$ cat src/rtl/csv_sfifo_ram.sv
// csv_sfifo_ram: single-clock synchronous FIFO built on a DEPTH x WIDTH RAM.
// Ports:
//   clk          - clock; all state updates on its rising edge
//   resetn       - asynchronous reset, active high (clears pointers and rdata)
//   wdata        - write data, captured on an accepted write
//   i_wreq       - write request (level, sampled each cycle)
//   i_rreq       - read request (level, sampled each cycle)
//   rdata        - registered read data, one cycle after read accept
//   fifo_isempty - FIFO holds no entries
//   fifo_isfull  - FIFO holds DEPTH entries
//   o_wready     - a write would be accepted (!fifo_isfull)
//   o_rready     - a read would be accepted (!fifo_isempty)
module csv_sfifo_ram #(
   parameter int unsigned WIDTH = 8,
   parameter int unsigned DEPTH = 32
) (
   input  logic             clk,
   input  logic             resetn,
   input  logic [WIDTH-1:0] wdata,
   input  logic             i_wreq,
   input  logic             i_rreq,
   output logic [WIDTH-1:0] rdata,
   output logic             fifo_isempty,
   output logic             fifo_isfull,
   output logic             o_wready,
   output logic             o_rready
);

   localparam int unsigned ADDR_WIDTH = $clog2(DEPTH);
   localparam int unsigned PTR_WIDTH  = ADDR_WIDTH + 1;

   logic [WIDTH-1:0]     mem [DEPTH];
   logic [PTR_WIDTH-1:0] wptr;
   logic [PTR_WIDTH-1:0] rptr;
   logic                 wr_accept;
   logic                 rd_accept;

   // Status flags decode directly from the registered pointers; the MSB is the wrap bit.
   always_comb begin
      fifo_isempty = (wptr == rptr);
      fifo_isfull  = (wptr[ADDR_WIDTH-1:0] == rptr[ADDR_WIDTH-1:0]) &&
                     (wptr[ADDR_WIDTH] != rptr[ADDR_WIDTH]);
      o_wready     = !fifo_isfull;
      o_rready     = !fifo_isempty;
      wr_accept    = i_wreq && !fifo_isfull;
      rd_accept    = i_rreq && !fifo_isempty;
   end

   // RAM write port; contents are not reset and are only read after being written.
   always_ff @(posedge clk) begin
      if (wr_accept && !resetn) begin
         mem[wptr[ADDR_WIDTH-1:0]] <= wdata;
      end
   end

   // Pointers and registered read data.
   always_ff @(posedge clk or posedge resetn) begin
      if (resetn) begin
         wptr  <= '0;
         rptr  <= '0;
         rdata <= '0;
      end else begin
         if (wr_accept) begin
            wptr <= wptr + PTR_WIDTH'(1);
         end
         if (rd_accept) begin
            rdata <= mem[rptr[ADDR_WIDTH-1:0]];
            rptr  <= rptr + PTR_WIDTH'(1);
         end
      end
   end

endmodule

$ cat config.mk
export PLATFORM = sky130hd
export DESIGN_NAME = csv_sfifo_ram
export DESIGN_NICKNAME = d
export VERILOG_FILES = /design/src/rtl/csv_sfifo_ram.sv
export SDC_FILE = /design/constraint.sdc
export NUM_CORES = 1
export LEC_CHECK = 0
export CAP_MARGIN = 20
export CELL_PAD_IN_SITES_DETAIL_PLACEMENT = 1
export CELL_PAD_IN_SITES_GLOBAL_PLACEMENT = 2
export CORE_ASPECT_RATIO = 0.75
export CORE_MARGIN = 1
export CORE_UTILIZATION = 48
export DETAILED_ROUTE_END_ITERATION = 6
export GPL_TIMING_DRIVEN = 0
export PLACE_DENSITY = 0.84
export RECOVER_POWER = 25
export SETUP_SLACK_MARGIN = 0.1
export SLEW_MARGIN = 25
export SYNTH_ARGS = -nofsm -noshare
export SYNTH_HDL_FRONTEND = slang
export SYNTH_SLANG_ARGS = --single-unit
$ cat constraint.sdc
create_clock -name clk -period 3 [get_ports clk]
set_clock_uncertainty 0.2 [all_clocks]
set_input_delay 0.9 -clock clk [delete_from_list [all_inputs] [get_ports clk]]
set_output_delay 0.9 -clock clk [all_outputs]
set_load 0.005 [all_outputs]
After elaboration in Yosys (flattened, before gate mapping)
Memories as Yosys holds them, arrays and structs flattened. A register that Yosys moved wholly into a read port is not among the register bits.
Index checks and enable logic that the tools add are counted.
Widths: inputs -> output; s select.
{"block": "totals", "wordCells": 17, "latch_bits": 0, "in_bits": 12, "output_inout_bits": 12, "regBits": 12, "rom_bits": 0, "ram_bits": 256, "mem_count": 1}
{"block": "classes", "n_lt_le_gt_ge": 0, "muxes": 2, "reduce_logical": 7, "n_mul": 0, "bitwise_logic": 0, "eq_ne": 3, "div": 0, "addsub": 2, "shift": 0}
{"name": "mem", "words": 32, "word_bits": 8, "rd": 1, "rd_clocked_by_memory_dff": 1, "wr": 1, "line": "32", "text": "logic [WIDTH-1:0] mem [DEPTH];"}
{"op": "$add 6x1->6 const B", "n": 2}
{"op": "$eq 6x6->1", "n": 1}
{"op": "$eq 5x5->1", "n": 1}
{"op": "$logic_and 1x1->1", "n": 4}
{"op": "$logic_not 1->1", "n": 3}
{"op": "$mux 1", "n": 2}
{"op": "$ne 1x1->1", "n": 1}

Depth between registers and ports, before layout
Gate-level depths: netlist (run 1).
{"block": "logic_depth", "ltp_word": 7, "ltp_mapped": 9}

Worst setup path after synthesis (run 1)
Ideal clock, no wire load.
{"block": "synth_timing", "path_kind": "input-to-reg", "startpoint": "in resetn", "endpoint": "mem mem[0][0] (enable)", "cell_stages": 3, "n_path_buf": 0, "setup_time_ns": 0.370, "path_slack_ns": 0.201, "t_arrival_ns": 2.228, "cell_sequence": "inv_1 nand3_1 nor2_1"}
{"block": "synth_via", "elab_chain_len": 4}
{"element": "from (decl)", "line": "18", "text": "input logic resetn,"}
{"element": "$logic_not 1->1 (no line)"}
{"element": "$logic_and 1x1->1", "line": "51", "text": "if (wr_accept && !resetn) begin"}
{"element": "$mux 1", "line": "51"}
{"element": "$mux 1 (implied by the code)", "line": "52", "text": "mem[wptr[ADDR_WIDTH-1:0]] <= wdata;"}
{"element": "to (decl)", "line": "32"}
No other way between the ends.

Worst setup path in the final report (run 1)
{"block": "layout_timing", "startpoint": "in resetn", "endpoint": "mem mem[7][7] (enable)"}
The elaborated chain is that of the path after synthesis.

==> results.json, run 1 <==
{
  "drive_above_1_share": 0.275,
  "numCtsBuffers": 26,
  "final_common_cell": "edfxtp_1",
  "ys_seq_elements": 276,
  "grtUsageTotal": 0.230,
  "critical_path_class": "input pin to flip-flop",
  "synthCells": 565,
  "worstSetupStartpointType": "input pin",
  "max_freq_mhz": 346,
  "multi_input_area_um2": 2850,
  "io_buffers": 23,
  "dp_cells": 882,
  "cts.path.max_buffers": 3,
  "leakagePower_nw": 4.11,
  "drc": 0,
  "total_power_mw": 11.8,
  "dieWidth_um": 177,
  "cts_sinks": 276,
  "cts_tree": "yes",
  "violations": "max-capacitance violations, max-slew violations",
  "floorplan.initialDensity": 0.494,
  "worst_pin_slew_ps": 1660,
  "clkLatencyLatePin_ps": 530,
  "cts_root_buf": "clkbuf_16",
  "holdWs_ps": 324,
  "cp.required_ps": 2960,
  "vias_per_cell": 5.90,
  "routed_wl_um": 26000,
  "nets": 642,
  "irDropWorstVdd_v": 0.000623,
  "avgSynthCellArea_um2": 19.4,
  "ios": 24,
  "antenna_cells": 0,
  "clkSlewWorstSetupHoldPaths_ps": 70,
  "fillCellCount": 1934,
  "die-area_um2": 23500,
  "die_h_um": 133,
  "final-hold-violation-count": 0,
  "first_pass_iters": 5,
  "seq_area_frac_synth": 0.746,
  "finalWorstSetupSlack_ps": 110,
  "core-area_um2": 22200,
  "place.gp.congestion": 0.820,
  "grt_max_degree": 33,
  "htreeDepth": 1,
  "crit_arrival_ps": 2840,
  "area_growth_pct": 15.6,
  "fin_util": 0.571,
  "wl_per_cell_um": 27.7,
  "synth_edf_count": 256,
  "num_vias": 5530,
  "finalMaxSlewViolations": 198,
  "grt_pass1_vias": 6170,
  "final_cell_mix": "edfxtp_1 (256), mux4_2 (48), mux2i_1 (39)",
  "post-place-ws_ps": -1390,
  "cp_max_fo": 12,
  "status": "finished, violations left",
  "async_reset_ff_frac": 0.0725,
  "slew-limit-headroom": -0.103,
  "grt_setup_unrepaired": "true",
  "cellPowerDensity_nw_per_um2": 928,
  "stdcell_count": 938,
  "grt_pass1_wl_um": 39000,
  "period_needed_ps": 2890,
  "setup_violations": 0,
  "num_rows": 47,
  "cap_violations": 6,
  "postLayoutCellArea_um2": 12700,
  "grt_overflow": 0,
  "synthesis.nets": 582,
  "setup-tns-final_ps": 0,
  "regArea_um2": 8190,
  "first_iter_violations": 533,
  "hp-class": "flip-flop to flip-flop",
  "cp-end-kind": "flip-flop",
  "ant_nets": 0,
  "fin_crit_sh": 0.963,
  "synth_cell_type_count": 45,
  "ys.flop_type": "edfxtp_1",
  "placed_area_um2": 11600,
  "ys_warn_count": 0,
  "dp_hpwl_um": 16400,
  "netlist_area_um2": 11000,
  "antenna_found_initial": 0
}
## path summary, 6_finish.rpt
check / startpoint / end / slack, ps / cells past startpoint
max: resetn / mem[7][7] / 110 / 4
min: rdata[0] / rdata[0] / 320 / 1
max reg2reg: rptr[0] / mem[7][7] / 150 / 8
min reg2reg: rdata[0] / rdata[0] / 320 / 1
max in group asynchronous: resetn / rdata[7] / 1460 / 2
min in group asynchronous: resetn / rdata[1] / 790 / 2
## metal layers
layer / part of all wire / vias to the layer above / track usage
li1: - / 2413 / -
met1: 0.45 / 2935 / 0.334
met2: 0.48 / 147 / 0.366
met3: 0.048 / 35 / 0.0336
met4: 0.026 / 0 / 0.0651
met5: 0 / - / 0
## layout make-up
cell class	instances	share of cell area
inverters	6	0.00207
repair inverters	1	0.000394
clock inverters	12	0.00661
multi-input cells	252	0.225
well taps	294	0.0290
repair buffers	33	0.0189
plain buffers	29	0.0171
clock buffers	35	0.0556
flip-flops and latches	276	0.646
## cells by family (layout without fill, tap and decap cells)
family / Yosys count / after routing / share of synthesized area
muxes: 88 / 88 / 0.135
adders and majority gates: 5 / 5 / 0.00570
xor gates and xnor gates: 17 / 17 / 0.0142
buffers and inverters: 37 / 116 / 0.0214
AOI/OAI and AO/OA: 58 / 58 / 0.0393
DFF: 276 / 276 / 0.746
and+or+nand+nor: 84 / 84 / 0.0384
## sequential cells by signal, indices dropped and copies added (netlist names)
register	count
mem	256
rdata	8
rptr	6
wptr	6
## synth_stat cells (4+ instances only)
cell type | number | share of area
dfrtp_1 | 20 | 0.046
edfxtp_1 | 256 | 0.70
inv_1 | 6 | 0.0021
o22ai_1 | 8 | 0.0046
xnor2_1 | 14 | 0.011
mux4_2 | 48 | 0.098
nor2_1 | 42 | 0.014
nand3_2 | 4 | 0.0036
nand3_1 | 5 | 0.0023
mux2i_1 | 39 | 0.036
buf_2 | 15 | 0.0068
buf_4 | 4 | 0.0027
o21ai_1 | 4 | 0.0018
clkbuf_1 | 5 | 0.0017
a22o_1 | 9 | 0.0072
a31oi_1 | 6 | 0.0034
a22oi_1 | 6 | 0.0041
ha_1 | 5 | 0.0057
nand4_1 | 5 | 0.0028
buf_6 | 4 | 0.0041
nand2_1 | 15 | 0.0051
a21oi_1 | 6 | 0.0027
o221ai_1 | 7 | 0.0056
## where the power goes
group          internal, mW  switching, mW  leakage [nW]  total [mW]
Clock                  1.74           1.38         0.387        3.11
Combinational          1.76           2.24          1.18        4.00
Sequential             4.47          0.201          2.54        4.67
Total                  7.96           3.82          4.11        11.8
## what timing repair did
action	4_1_cts	5_1_grt
hold buffers	0	0
endpoints found under the hold margin	0	0
pin swaps	6	2
setup endpoints to repair	252	258
gates resized for setup	70	23
buffers inserted	9	1
cloned	0	1
## worst max-delay path, stage by stage
cell           delay [ps]
dlygate4sd3_1         670
clkinvlp_4            360
nand3_2               380
nor2_2                530
Note: power is estimated with default switching activity, not from simulation.
==> run 2, diff against run 1 <==
CORE_ASPECT_RATIO = unset   (was 0.75)
==> results.json, run 2 (synthesis gave the netlist of run 1 again) <==
{
  "status": "finished, violations left",
  "violations": "max-capacitance violations, max-slew violations",
  "dp_cells": 868,
  "num_vias": 5573,
  "area_growth_pct": 15.5,
  "final_common_cell": "edfxtp_1",
  "wl_per_cell_um": 27.9,
  "grt_overflow": 0,
  "numCtsBuffers": 27,
  "slew-limit-headroom": -0.0956,
  "postLayoutCellArea_um2": 12700,
  "grt_setup_unrepaired": "true",
  "routed_wl_um": 25700,
  "drc": 0,
  "first_pass_iters": 4,
  "worst_pin_slew_ps": 1640,
  "total_power_mw": 11.8,
  "cts_sinks": 276,
  "fillCellCount": 1910,
  "grt_pass1_vias": 5930,
  "nets": 638,
  "irDropWorstVdd_v": 0.000551,
  "place.gp.congestion": 0.854,
  "worstSetupStartpointType": "flip-flop",
  "cts_tree": "yes",
  "floorplan.initialDensity": 0.497,
  "cp-end-kind": "flip-flop",
  "grt_max_degree": 33,
  "first_iter_violations": 443,
  "final_cell_mix": "edfxtp_1 (256), mux4_2 (48), mux2i_1 (39)",
  "dp_hpwl_um": 16700,
  "core-area_um2": 22100,
  "vias_per_cell": 6.06,
  "crit_arrival_ps": 2880,
  "antenna_cells": 0,
  "cp.required_ps": 2980,
  "die-area_um2": 23500,
  "htreeDepth": 1,
  "cp_max_fo": 10,
  "fin_crit_sh": 0.967,
  "setup_violations": 0,
  "stdcell_count": 920,
  "finalMaxSlewViolations": 99,
  "clkSlewWorstSetupHoldPaths_ps": 60,
  "crit_slowest_cell": "nor2_2",
  "largest_register_ffs": 256,
  "multi_input_area_um2": 2850,
  "clkLatencyLatePin_ps": 530,
  "leakagePower_nw": 4.10,
  "path_cells": "buf_6 -> xnor2_2 -> buf_4 -> nand3_2 -> o31a_1 -> buf_4 -> nand3_2 -> nor2_2",
  "critPathBufInv": 3,
  "max_freq_mhz": 345,
  "die_h_um": 153,
  "ios": 24,
  "hp-class": "flip-flop to flip-flop",
  "grt_pass1_wl_um": 38100,
  "final-hold-violation-count": 0,
  "ctsHoldBuffers": 0,
  "cp_top_family": "simple AND/OR/NAND/NOR gates",
  "antenna_found_initial": 0,
  "ant_nets": 0,
  "dieWidth_um": 153,
  "period_needed_ps": 2900,
  "cellPowerDensity_nw_per_um2": 933,
  "cts_root_buf": "clkbuf_16",
  "num_rows": 54,
  "io_buffers": 23,
  "grtUsageTotal": 0.225,
  "critical_path_class": "flip-flop to flip-flop",
  "slowest_delay_ps": 550,
  "drive_above_1_share": 0.267,
  "cap_violations": 3,
  "placed_area_um2": 11500,
  "cts.path.max_buffers": 3,
  "regArea_um2": 8190
}
-- run 2: stage by stage --
stage | util | setup slack, ps | TNS, ps | hold WS, ps
finish | 0.574 | 99.7 | 0 | 337
global route | 0.574 | 28.6 | 0 | 358
CTS | 0.571 | -73.0 | -3220 | 335
detailed placement | 0.522 | -1370 | -275550 | 321
global placement | 0.523 | -1260 | -261160 | 314
floorplan | - | 201 | 0 | 270
-- run 2: cell type report --
class                           count  area share
Timing Repair inverter              1    0.000395
Tap cell                          280      0.0276
Multi-Input combinational cell    252       0.225
Inverter                            6     0.00207
Timing Repair Buffer               28      0.0164
Clock buffer                       39      0.0576
Clock inverter                      9     0.00908
Buffer                             29      0.0164
Sequential cell                   276       0.646
-- run 2: path summary, 6_finish.rpt --
kind,slack [ps],end,from,cells after the start
max,100,mem[27][7],rptr[4],8
min in group asynchronous,710,rdata[6],resetn,2
min reg2reg,340,rptr[5],rptr[5],1
min,340,rptr[5],rptr[5],1
max reg2reg,100,mem[27][7],rptr[4],8
max in group asynchronous,1490,wptr[1],resetn,2
-- run 2: per-layer routing --
metal,wire length (µm),global-route usage,vias up
met2,13000,0.383,164
met1,10700,0.303,2961
li1,-,-,2401
met5,0,0,-
met4,618,0.0611,0
met3,1430,0.0352,47
-- run 2: what timing repair did --
item / 4_1_cts / 5_1_grt
gates cloned: 0 / 1
endpoints found under the setup margin: 252 / 244
setup buffers: 5 / 0
pin swaps: 4 / 6
gates resized for setup: 76 / 20
-- run 2: power by group --
group / total [mW] / internal [mW] / switching (mW)
Sequential: 4.66 / 4.46 / 0.200
Combinational: 3.86 / 1.66 / 2.21
Clock: 3.30 / 1.94 / 1.37
==> run 3, diff against run 2 <==
PLACE_DENSITY = 0.85   (was 0.84)
==> results.json, run 3 (synthesis gave the netlist of run 1 again) <==
{
  "clkLatencyLatePin_ps": 530,
  "holdWs_ps": 331,
  "die_h_um": 153,
  "drive_above_1_share": 0.277,
  "ios": 24,
  "cts.path.max_buffers": 3,
  "area_growth_pct": 16.5,
  "ant_nets": 0,
  "cp_max_fo": 10,
  "cts_sinks": 276,
  "r2r_setup_slack_ps": 200,
  "place.gp.congestion": 0.818,
  "final-hold-violation-count": 0,
  "worst_pin_slew_ps": 1610,
  "fin_crit_sh": 0.952,
  "cts_root_buf": "clkbuf_16",
  "r2r_cells": 7,
  "setup-tns-final_ps": 0,
  "cp-end-kind": "primary output",
  "holdPathEnd": "rdata[5]",
  "min_from": "rdata[5]",
  "io_buffers": 23,
  "vias_per_cell": 6.06,
  "antenna_found_initial": 0,
  "num_vias": 5591,
  "grtUsageTotal": 0.228,
  "nets": 638,
  "critical_path_class": "flip-flop to primary output",
  "first_iter_violations": 404,
  "crit_start": "wptr[4]",
  "drc": 0,
  "core-area_um2": 22100,
  "irDropWorstVdd_v": 0.000610,
  "setup_violations": 0,
  "floorplan.initialDensity": 0.497,
  "grt_setup_unrepaired": "true",
  "fin_util": 0.579,
  "r2r-end": "mem[23][3]",
  "leakagePower_nw": 4.15,
  "final_cell_mix": "edfxtp_1 (256), mux4_2 (48), mux2i_1 (39)",
  "cp.required_ps": 1900,
  "largest_register_ffs": 256,
  "crit_arrival_ps": 1760,
  "ctsHoldBuffers": 0,
  "grt_pass1_wl_um": 38600,
  "cts_tree": "yes",
  "finalMaxSlewViolations": 132,
  "grt_max_degree": 33,
  "grt_overflow": 0,
  "grt_pass1_vias": 6078,
  "cap_violations": 5,
  "routed_wl_um": 25900,
  "dp_hpwl_um": 16400,
  "period_needed_ps": 2860,
  "whs_path_depth": 1,
  "clkSlewWorstSetupHoldPaths_ps": 60,
  "die-area_um2": 23500,
  "first_pass_iters": 5,
  "r2r_start": "rptr[2]",
  "num_rows": 54,
  "htreeDepth": 1,
  "wl_per_cell_um": 28.1,
  "cellPowerDensity_nw_per_um2": 948,
  "slew-limit-headroom": -0.0742,
  "max_freq_mhz": 350,
  "worstSetupStartpointType": "flip-flop",
  "status": "finished, violations left",
  "antenna_cells": 0,
  "dieWidth_um": 153,
  "numCtsBuffers": 29,
  "final_common_cell": "edfxtp_1",
  "hp-class": "flip-flop to flip-flop",
  "violations": "max-capacitance violations, max-slew violations"
}
run 3: changes by cell type in the layout (fill, tap and decap cells not counted), moves of 3 or more:
| cell | previous run | this run |
|---|---|---|
| clkbuf_1 | 20 | 14 |
| clkinv_2 | 2 | 7 |
| nor2_2 | 8 | 11 |
| nor2_4 | 23 | 20 |
run 3: report_power, final:
group          internal, mW  switching [mW]
clock network          2.19            1.43
registers              4.46           0.198
logic                  1.64            2.20
total                  8.29            3.83
run 3: worst max-delay path by stage:
stage / end / slack, ps / cells past startpoint
after global routing: mem[7][0] / 80 / 4
after CTS: mem[29][2] / -90 / 4
after global placement: mem[16][3] / -1230 / 4
after detailed placement: mem[12][6] / -1320 / 4
final: fifo_isempty / 140 / 5
after floorplan: mem[0][0] / 200 / 3
run 3: what timing repair did:
| action | in CTS | in global routing |
|---|---|---|
| setup endpoints to repair | 252 | 252 |
| setup buffers | 2 | 1 |
| pin swaps | 4 | 2 |
| cloned | 0 | 1 |
| hold endpoints to repair | 0 | 0 |
| resized for setup | 62 | 33 |
run 3: cell type report:
type                       instances  area (µm²)
multi-input combinational        252        2850
inverter                           6        26.3
fill                            1892        9310
clock inverter                    19         215
timing repair inverter             1        5.00
timing repair buffer              26         198
tap                              280         350
buffer                            29         208
clock buffer                      33         741
sequential                       276        8190
run 3: critical path, cell delays in order, from the launching register on:
cell and delay [ps]:
dfrtp_2 510, xnor2_4 220, and3_4 230, nand3_2 80
inv_1 70, buf_2 100
run 3: metal layers:
metal  wire (µm)  share of wire  vias to the layer above  GRT usage
met2       13200           0.51                      177      0.386
met1       10700           0.41                     2956      0.302
met4         750          0.029                        0     0.0746
met3        1240          0.048                       52     0.0377
li1            -              -                     2406          -
met5           0              0                        -          0
run 3: through the flow:
step / setup WS [ps] / instance area, µm² / std cells / power, mW
floorplan: 201 / 11000 / 565 / 7.05
global placement: -1230 / 11600 / 868 / 8.12
detailed placement: -1320 / 11500 / 868 / 8.23
CTS: -91.9 / 12700 / 921 / 12.1
global route: 79.3 / 12800 / 922 / 12.5
finish: 144 / 12800 / 922 / 12.1
